<file path="config.mk">
export PLATFORM = sky130hd
export DESIGN_NAME = adder_share_ctrl
export DESIGN_NICKNAME = d
export VERILOG_FILES = /design/src/rtl/adder_share_ctrl.sv
export SDC_FILE = /design/constraint.sdc
export NUM_CORES = 1
export LEC_CHECK = 0
export ABC_AREA = 1
export BUFFER_PORTS_ARGS = -buffer_cell sky130_fd_sc_hd__buf_2
export CAP_MARGIN = 20
export CORE_AREA = 3 3 80 82
export CTS_CLUSTER_DIAMETER = 30
export DETAILED_ROUTE_END_ITERATION = 8
export DIE_AREA = 0 0 83 85
export PLACE_DENSITY = 0.77
export SYNTH_ARGS = -nofsm -noshare
export SYNTH_HDL_FRONTEND = slang
export SYNTH_SLANG_ARGS = --single-unit
</file>
<file path="constraint.sdc">
create_clock -name clk -period 1.5 [get_ports clk]
set_input_delay 0.075 -clock clk [delete_from_list [all_inputs] [get_ports clk]]
set_output_delay 0.075 -clock clk [all_outputs]
set_load 0.1 [all_outputs]
</file>
<file path="src/rtl/adder_share_ctrl.sv">
// rtl/adder_share_ctrl.sv - round-robin scheduler sharing one external adder between requesters
module adder_share_ctrl #(
   parameter int WIDTH   = 16,
   parameter int NUM_REQ = 2
) (
   input  logic                       clk,
   input  logic                       rst,
   input  logic [NUM_REQ-1:0]         req_valid,
   output logic [NUM_REQ-1:0]         req_ready,
   input  logic [NUM_REQ*WIDTH-1:0]   req_a,
   input  logic [NUM_REQ*WIDTH-1:0]   req_b,
   input  logic [NUM_REQ-1:0]         req_cin,
   output logic [NUM_REQ-1:0]         rsp_valid,
   input  logic [NUM_REQ-1:0]         rsp_ready,
   output logic [WIDTH-1:0]           rsp_sum,
   output logic                       rsp_overflow,
   output logic [WIDTH-1:0]           add_a,
   output logic [WIDTH-1:0]           add_b,
   output logic                       add_cin,
   input  logic [WIDTH-1:0]           add_sum,
   input  logic                       add_overflow,
   output logic                       busy
);
   localparam int GW = $clog2(NUM_REQ);
   localparam int CW = GW + 1;

   typedef enum logic [1:0] {IDLE = 2'd0, EXEC = 2'd1, RESP = 2'd2} state_t;

   state_t           state, state_next;
   logic [WIDTH-1:0] op_a, op_b, sum_q;
   logic             op_cin, ovf_q;
   logic [GW-1:0]    grant, last_grant, win_idx;
   logic             win_found;
   logic [CW-1:0]    cand;

   // Scan from lowest to highest priority so the nearest requester after last_grant wins.
   always_comb begin
      win_found = 1'b0;
      win_idx   = '0;
      cand      = '0;
      for (int k = NUM_REQ; k >= 1; k--) begin
         cand = CW'(last_grant) + CW'(k);
         if (cand >= CW'(NUM_REQ))
            cand = cand - CW'(NUM_REQ);
         if (req_valid[cand[GW-1:0]]) begin
            win_found = 1'b1;
            win_idx   = cand[GW-1:0];
         end
      end
   end

   always_ff @(posedge clk) begin
      if (rst)
         state <= IDLE;
      else
         state <= state_next;
   end

   always_comb begin
      state_next = state;
      case (state)
         IDLE:    if (win_found) state_next = EXEC;
         EXEC:    state_next = RESP;
         RESP:    if (rsp_ready[grant]) state_next = IDLE;
         default: state_next = IDLE;
      endcase
   end

   always_ff @(posedge clk) begin
      if (rst) begin
         op_a       <= '0;
         op_b       <= '0;
         op_cin     <= 1'b0;
         sum_q      <= '0;
         ovf_q      <= 1'b0;
         grant      <= '0;
         last_grant <= GW'(NUM_REQ - 1);
      end else begin
         case (state)
            IDLE: begin
               if (win_found) begin
                  op_a   <= req_a[win_idx*WIDTH +: WIDTH];
                  op_b   <= req_b[win_idx*WIDTH +: WIDTH];
                  op_cin <= req_cin[win_idx];
                  grant  <= win_idx;
               end
            end
            EXEC: begin
               sum_q <= add_sum;
               ovf_q <= add_overflow;
            end
            RESP: begin
               if (rsp_ready[grant])
                  last_grant <= grant;
            end
            default: ;
         endcase
      end
   end

   always_comb begin
      req_ready = '0;
      rsp_valid = '0;
      busy      = (state != IDLE);
      if (state == IDLE && win_found)
         req_ready[win_idx] = 1'b1;
      if (state == RESP)
         rsp_valid[grant] = 1'b1;
   end

   assign add_a        = op_a;
   assign add_b        = op_b;
   assign add_cin      = op_cin;
   assign rsp_sum      = sum_q;
   assign rsp_overflow = ovf_q;
endmodule
</file>
==> results.ini, run 1 <==
[timing]
maxSlewHeadroom_pct=66.44
fin_crit_sh_pct=93.14
fin_crit_ns=1.397
clock_skew_ns=0.005036
fmax_mhz=715.8
tightestPinTransition_ns=0.5069
fin_ws_ns=0.1029
setup_viol=0
grt_setup_unrepaired=no
finalHoldViolations=0
drv_slew=0

[clocking]
cts_buffer_depth=2
cts-buffers-inserted=5
clock_latency_ns=0.29
clock_sinks=54
htreeDepth=2
path_clk_slew_ns=0.09
cts_root_buffer=clkbuf_8
cts_tree=done

[setup_path]
rrSetupSlack_ns=0.23
crit_fanout=22
r2r_end=add_b[3]
setup.worst_path.start=last_grant
crit_required_ns=1.42
critPathKind=flop to output port
end_kind=output port
r2r-start=state[0]
r2r_cells=5
cp-start-kind=flop
arrival_ns=1.32
crit_end=req_ready[1]

[yosys]
synth-seq-cells=54
synthDistinctLibCells=18
synth_nets=445
avgSynthCellArea_sq_um=6.868
synthDominantCellAreaShare_pct=44.22
synth_warnings=0
synthCells=356
netlist_top_cells_area=dfxtp_1 (44%), nand2_1 (21%), a21oi_1 (7.2%)
netlist_area_sq_mm=0.002445
yosysTopAreaCell=dfxtp_1
seq_area_frac_synth_pct=44.22

[routing]
wirelength_um=6454
drc=0
num_vias=2720
firstDrtPassIters=4
drt_iter0_drc=76
wl_met3_um=465
wl_met1_um=2576
viasPerCell=4.797
wl_met2_um=3293
top_layer_used=met4
ant_nets=0
routedWlPerCell_um=11.38

[power]
power_density_mw_per_mm2=1303
max-vdd-ir-drop_v=0.0007895
cellLeakagePower_nw=1.769

[die]
fp.dieW_um=83
core-area_sq_mm=0.005816
die_h_um=85
initial_utilization_pct=42.04
die-area_sq_mm=0.007055
io_pins=144
num_rows=28

[grt]
grt-ovfl-total=0
grt_pass1_vias=2538
antenna_found_initial=0
grt_usage_pct=18.13
grt_first_pass_wirelength_um=10780
grt_max_degree=37

[placement]
gp_congestion=0.8108
post-place-ws_ns=0.2074
dp_hpwl_um=5024
dp.cells=559
io_buffers=143

[final_layout]
nFillCells=589
drive_gt1_share_pct=34.76
utilization_pct=57.25
instances_no_fill=567
area_growth_pct=36.18
antenna_cells=0
regArea_sq_mm=0.001082
final_nets=580
multi_input_area_sq_mm=0.001174

[min_path]
holdCritPathClass=primary input to flop

[status]
status=completed

[flow_run]
maxCapViolCount=0

## routing by layer
layer | up-vias | GRT usage [%]
met4 | 0 | 6.538
met5 | - | 0
li1 | 1400 | -
met1 | 1216 | 20.55
met3 | 13 | 4.466
met2 | 91 | 33.02
## flip-flops by register name (all words and copies together), names as in the netlist
register,count
add_a,16
rsp_sum,16
rsp_overflow,1
grant,1
state,2
last_grant,1
add_b,16
add_cin,1
## how the worst min path moves through the flow
stage            startpoint      endpoint  slack, ns  cells after the start
6_report        add_sum[15]   rsp_sum[15]       0.03                      3
5_1_grt         add_sum[15]   rsp_sum[15]       0.03                      3
4_1_cts         add_sum[15]   rsp_sum[15]       0.02                      3
3_5_place_dp    add_sum[15]   rsp_sum[15]       0.33                      3
3_3_place_gp     add_sum[4]    rsp_sum[4]       0.32                      3
2_1_floorplan  add_overflow  rsp_overflow       0.24                      2
## cells by family after synthesis
kind of cell | Yosys count | share of synthesized area [%]
DFF | 54 | 44.22
and+or+nand+nor | 216 | 35.62
buffers and inverters | 32 | 8.547
AOI/OAI and AO/OA | 54 | 11.62
## stage by stage
| step | hold slack (ns) | power, mW | instance area, sq um | TNS, ns |
|---|---|---|---|---|
| 2_1_floorplan | 0.2396 | 3.146 | 2447 | -0.9680 |
| 5_1_grt | 0.03224 | 4.556 | 3329 | 0 |
| 4_1_cts | 0.01615 | 4.375 | 3312 | 0 |
| 3_3_place_gp | 0.3242 | 3.462 | 3202 | 0 |
| 3_5_place_dp | 0.3319 | 3.480 | 3202 | 0 |
| 6_report | 0.02671 | 4.338 | 3329 | 0 |
## placed cells by master (no fill, tap or decap)
cell type  Yosys  final
dfxtp_2        0      1
o211ai_1       1      1
nand3_1       34     34
dfxtp_1       54     53
inv_1          7      6
inv_2          2      3
nand2_2        1      1
o21ai_0       17     17
buf_2          7    139
nor2_4         1      1
o21ai_4        1      1
nor2_2         0      4
a21oi_1       35     35
nand2_1      140    140
nor2_1        39     35
buf_12         0      4
buf_4          1      8
clkbuf_8       0      8
nand2_8        0      1
## layout make-up
type	instances	share of cell area, %
Sequential cell	54	32.51
Clock buffer	8	3.307
Multi-Input combinational cell	270	35.25
Tap cell	75	2.818
Timing Repair Buffer	151	25.10
Inverter	9	1.015
## timing repair
action,4_1_cts,5_1_grt
gates resized for setup,0,6
setup buffers,0,0
setup endpoints to repair,0,4
hold buffers,0,0
## critical path: stages (launching register included)
cell and delay (ns):
dfxtp_2 0.34, nand2_2 0.12, nand2_8 0.12, inv_2 0.10
nand2_1 0.06, inv_1 0.11, buf_12 0.18
## cell usage after synthesis (all sizes together)
cell and instances:
a21oi 35, nor2 40, buf 18, inv 9, o211ai 1, clkbuf 5, dfxtp 54, nand2 142
o21ai 18, nand3 34
## where the power goes
| part | total, mW | switching, mW | internal, mW |
|---|---|---|---|
| clock | 0.894 | 0.428 | 0.466 |
| sequential | 1.64 | 0.0707 | 1.57 |
| combinational | 1.80 | 1.43 | 0.369 |
| total | 4.34 | 1.93 | 2.41 |
No activity file was read; power rests on OpenSTA's default activity.
==> run 2: changes to the inputs <==
Settings changed: CORE_AREA 3 3 80 82 to 3 3 95 70, DIE_AREA 0 0 83 85 to 0 0 98 73.
==> results.ini, run 2 (same netlist as run 1, synthesis figures left out) <==
[status]
status=completed

[setup_path]
crit_top_cell=inv_1
r2r-start=state[1]
crit_required_ns=1.42
worst-path-buf-inv=3
r2r_cells=6
worst_path_max_delay_cell=dfxtp_1
cp_cell_sequence=inv_1 > nor2_2 > inv_1 > nor2_1 > buf_12
critical_path.max_stage_delay_ns=0.39
crit_fanout=3
cp.depth=5
rrSetupSlack_ns=0.25
cp-start-kind=flop
cp_top_family=flip-flops
critPathKind=flop to output port
end_kind=output port
arrival_ns=1.36
r2r_end=add_b[1]

[timing]
setup_tns_ns=0
grt_setup_unrepaired=yes
hold_slack_ns=0.02639
clock_skew_ns=0.008753
finalHoldViolations=0
fin_crit_sh_pct=95.54
fin_crit_ns=1.433
setup_viol=0
maxSlewHeadroom_pct=67.00
fin_ws_ns=0.06695
drv_slew=0
tightestPinTransition_ns=0.4984
fmax_mhz=697.8

[routing]
wirelength_um=6989
firstDrtPassIters=4
routedWlPerCell_um=12.28
ant_nets=0
num_vias=2694
viasPerCell=4.735
drt_iter0_drc=108
drc=0

[die]
die-area_sq_mm=0.007154
io_pins=144
fp.dieW_um=98
core-area_sq_mm=0.005727
initial_utilization_pct=42.69
die_h_um=73
num_rows=23

[final_layout]
final_common_cell=nand2_1
instances_no_fill=569
drive_gt1_share_pct=34.21
utilization_pct=58.20
nFillCells=560
regArea_sq_mm=0.001082
area_growth_pct=36.34
antenna_cells=0
final_nets=582
final_cell_mix=nand2_1 (140), buf_2 (139), dfxtp_1 (53)
multi_input_area_sq_mm=0.001169

[clocking]
cts_buffer_depth=2
clock_sinks=54
htreeDepth=2
path_clk_slew_ns=0.10
clock_latency_ns=0.30
post_cts_buffers=0
cts-buffers-inserted=5
cts_root_buffer=clkbuf_8
cts_tree=done

[power]
cellLeakagePower_nw=1.777
power_density_mw_per_mm2=1287
max-vdd-ir-drop_v=0.0005448

[grt]
antenna_found_initial=0
grt_first_pass_wirelength_um=11230
grt-ovfl-total=0
grt_pass1_vias=2436
grt_usage_pct=19.15
grt_max_degree=37

[placement]
gp_congestion=0.8060
dp_hpwl_um=5292
io_buffers=143
post-place-ws_ns=0.2739
dp.cells=561

[min_path]
min_to=rsp_sum[1]
hold_depth=3
holdCritPathClass=primary input to flop
hp-start=add_sum[1]

[flow_run]
maxCapViolCount=0

==> run 2: worst max-delay path by stage <==
stage | startpoint | end | slack, ns
2_1_floorplan | state[1] | rsp_valid[0] | -0.44
3_3_place_gp | state[1] | add_a[8] | 0.33
3_5_place_dp | state[1] | add_a[14] | 0.27
4_1_cts | state[1] | rsp_valid[0] | 0.003
5_1_grt | state[1] | rsp_valid[0] | -0.04
6_report | state[1] | rsp_valid[0] | 0.07
==> run 2: routing by layer <==
| layer | up-vias | wire [um] | track usage [%] |
|---|---|---|---|
| li1 | 1404 | - | - |
| met2 | 112 | 3139 | 31.22 |
| met1 | 1169 | 3134 | 24.87 |
| met5 | - | 0 | 0 |
| met3 | 9 | 631 | 5.922 |
| met4 | 0 | 83 | 5.069 |
==> run 2: power breakdown <==
| group | total [mW] | switching (mW) | leakage, nW | internal, mW |
|---|---|---|---|---|
| Sequential | 1.64 | 0.0722 | 0.444 | 1.57 |
| Combinational | 1.83 | 1.45 | 1.28 | 0.381 |
| Clock | 0.818 | 0.444 | 0.0482 | 0.374 |
| Total | 4.29 | 1.96 | 1.78 | 2.32 |
==> run 2: layout make-up <==
type / count / share of cell area (%)
multi-input cells: 270 / 35.06
flip-flops and latches: 54 / 32.47
repair buffers: 153 / 25.90
well taps: 75 / 2.815
clock buffers: 7 / 2.590
inverters: 9 / 1.014
clock inverters: 1 / 0.1502
==> run 2: metrics by stage <==
stage	area, sq um	total power [mW]
final	3333	4.289
after floorplan	2447	3.146
after global placement	3229	3.488
after detailed placement	3229	3.505
after global routing	3333	4.511
after CTS	3321	4.325
==> run 2: worst min-delay path: stages <==
cell and delay, ns:
buf_2 0.07, o21ai_0 0.07, nor2_1 0.07
==> run 2: repair_timing <==
item,in CTS,in global routing
endpoints found under the setup margin,0,4
resized for setup,0,3
hold buffers,0,0
==> run 3: changes to the inputs <==
Settings changed: RECOVER_POWER from default to 25.
==> results.ini, run 3 (same netlist as run 1, synthesis figures left out) <==
[status]
status=completed

[final_layout]
drive_gt1_share_pct=34.21
final_cell_mix=nand2_1 (140), buf_2 (139), dfxtp_1 (53)
area_growth_pct=36.23
final_nets=582
instances_no_fill=569
antenna_cells=0
final_common_cell=nand2_1

[placement]
gp_congestion=0.8060
dp.cells=561
io_buffers=143
post-place-ws_ns=0.2739
dp_hpwl_um=5292

[grt]
grt_max_degree=37
antenna_found_initial=0
grt_pass1_vias=2436
grt-ovfl-total=0
grt_first_pass_wirelength_um=11230
grt_usage_pct=19.15

[setup_path]
crit_fanout=3
cp_cell_sequence=inv_1 > nor2_2 > inv_1 > nor2_1 > buf_12
worst_path_max_delay_cell=dfxtp_1
cp-start-kind=flop
rrSetupSlack_ns=0.24
critPathKind=flop to output port
arrival_ns=1.36
end_kind=output port
crit_top_cell=inv_1
critical_path.max_stage_delay_ns=0.39
crit_required_ns=1.42

[flow_run]
maxCapViolCount=0

[timing]
finalHoldViolations=0
setup_viol=0
drv_slew=0
tightestPinTransition_ns=0.4990
fin_crit_ns=1.435
grt_setup_unrepaired=yes
fin_ws_ns=0.06475
maxSlewHeadroom_pct=66.96
fin_crit_sh_pct=95.68
fmax_mhz=696.7
clock_skew_ns=0.009207

[routing]
drc=0
routedWlPerCell_um=12.29
firstDrtPassIters=4
num_vias=2712
drt_iter0_drc=118
viasPerCell=4.766
wirelength_um=6993
ant_nets=0

[die]
io_pins=144
die_h_um=73
initial_utilization_pct=42.69
fp.dieW_um=98
num_rows=23
core-area_sq_mm=0.005727
die-area_sq_mm=0.007154

[clocking]
clock_sinks=54
clock_latency_ns=0.30
cts-buffers-inserted=5
cts_hold_buffers=0
path_clk_slew_ns=0.10
cts_tree=done
cts_root_buffer=clkbuf_8
htreeDepth=2
cts_buffer_depth=2

[power]
max-vdd-ir-drop_v=0.0005436
p_total_mw=4.283
cellLeakagePower_nw=1.776
power_density_mw_per_mm2=1286

[min_path]
holdCritPathClass=primary input to flop

[run 3: final timing paths]
kind                   start      endpoint  cells past startpoint
setup / recovery    state[1]  rsp_valid[0]                      5
hold reg to reg     add_a[7]      add_a[7]                      2
setup reg to reg    state[1]      add_b[1]                      6
hold / removal    add_sum[1]    rsp_sum[1]                      3
[run 3: power breakdown]
group	total (mW)	switching, mW	leakage (nW)	internal [mW]
clock network	0.813	0.439	0.0482	0.373
logic	1.83	1.45	1.28	0.379
registers	1.64	0.0718	0.444	1.57
[run 3: per-stage QoR]
step	hold WS, ns	cell area (sq um)	util [%]	setup TNS [ns]
detailed placement	0.3320	3229	56.39	0
finish	0.02860	3331	58.16	0
global placement	0.3244	3229	56.39	0
floorplan	0.2396	2447	-	-0.9680
CTS	0.01565	3321	57.99	0
global route	0.02200	3331	58.16	-0.07743
[run 3: routing by layer]
| metal | share of wire [%] | track usage, % | wire length (um) |
|---|---|---|---|
| met1 | 44 | 24.87 | 3099 |
| met2 | 45 | 31.22 | 3141 |
| met3 | 9.6 | 5.922 | 669 |
| met4 | 1.2 | 5.069 | 83 |
| met5 | 0 | 0 | 0 |
[run 3: what timing repair did]
| item | CTS | global route |
|---|---|---|
| setup buffers | 0 | 0 |
| endpoints found under the setup margin | 0 | 4 |
| resized for setup | 0 | 3 |
| endpoints found under the hold margin | 0 | 0 |
[run 3: area by class of cell]
| type | instances | area, sq um |
|---|---|---|
| clock buffers | 7 | 86.33 |
| clock inverters | 1 | 5.005 |
| fillers | 561 | 2396 |
| inverters | 9 | 33.78 |
| multi-input cells | 270 | 1169 |
| flip-flops and latches | 54 | 1082 |
| well taps | 75 | 93.84 |
| repair buffers | 153 | 860.8 |
[run 3: worst max-delay path: cells and delay by family, from the launching register on]
| kind | cells | cell delay (ns) |
|---|---|---|
| buffers and inverters | 3 | 0.36 |
| flip-flops | 1 | 0.39 |
| AND/OR/NAND/NOR | 2 | 0.30 |
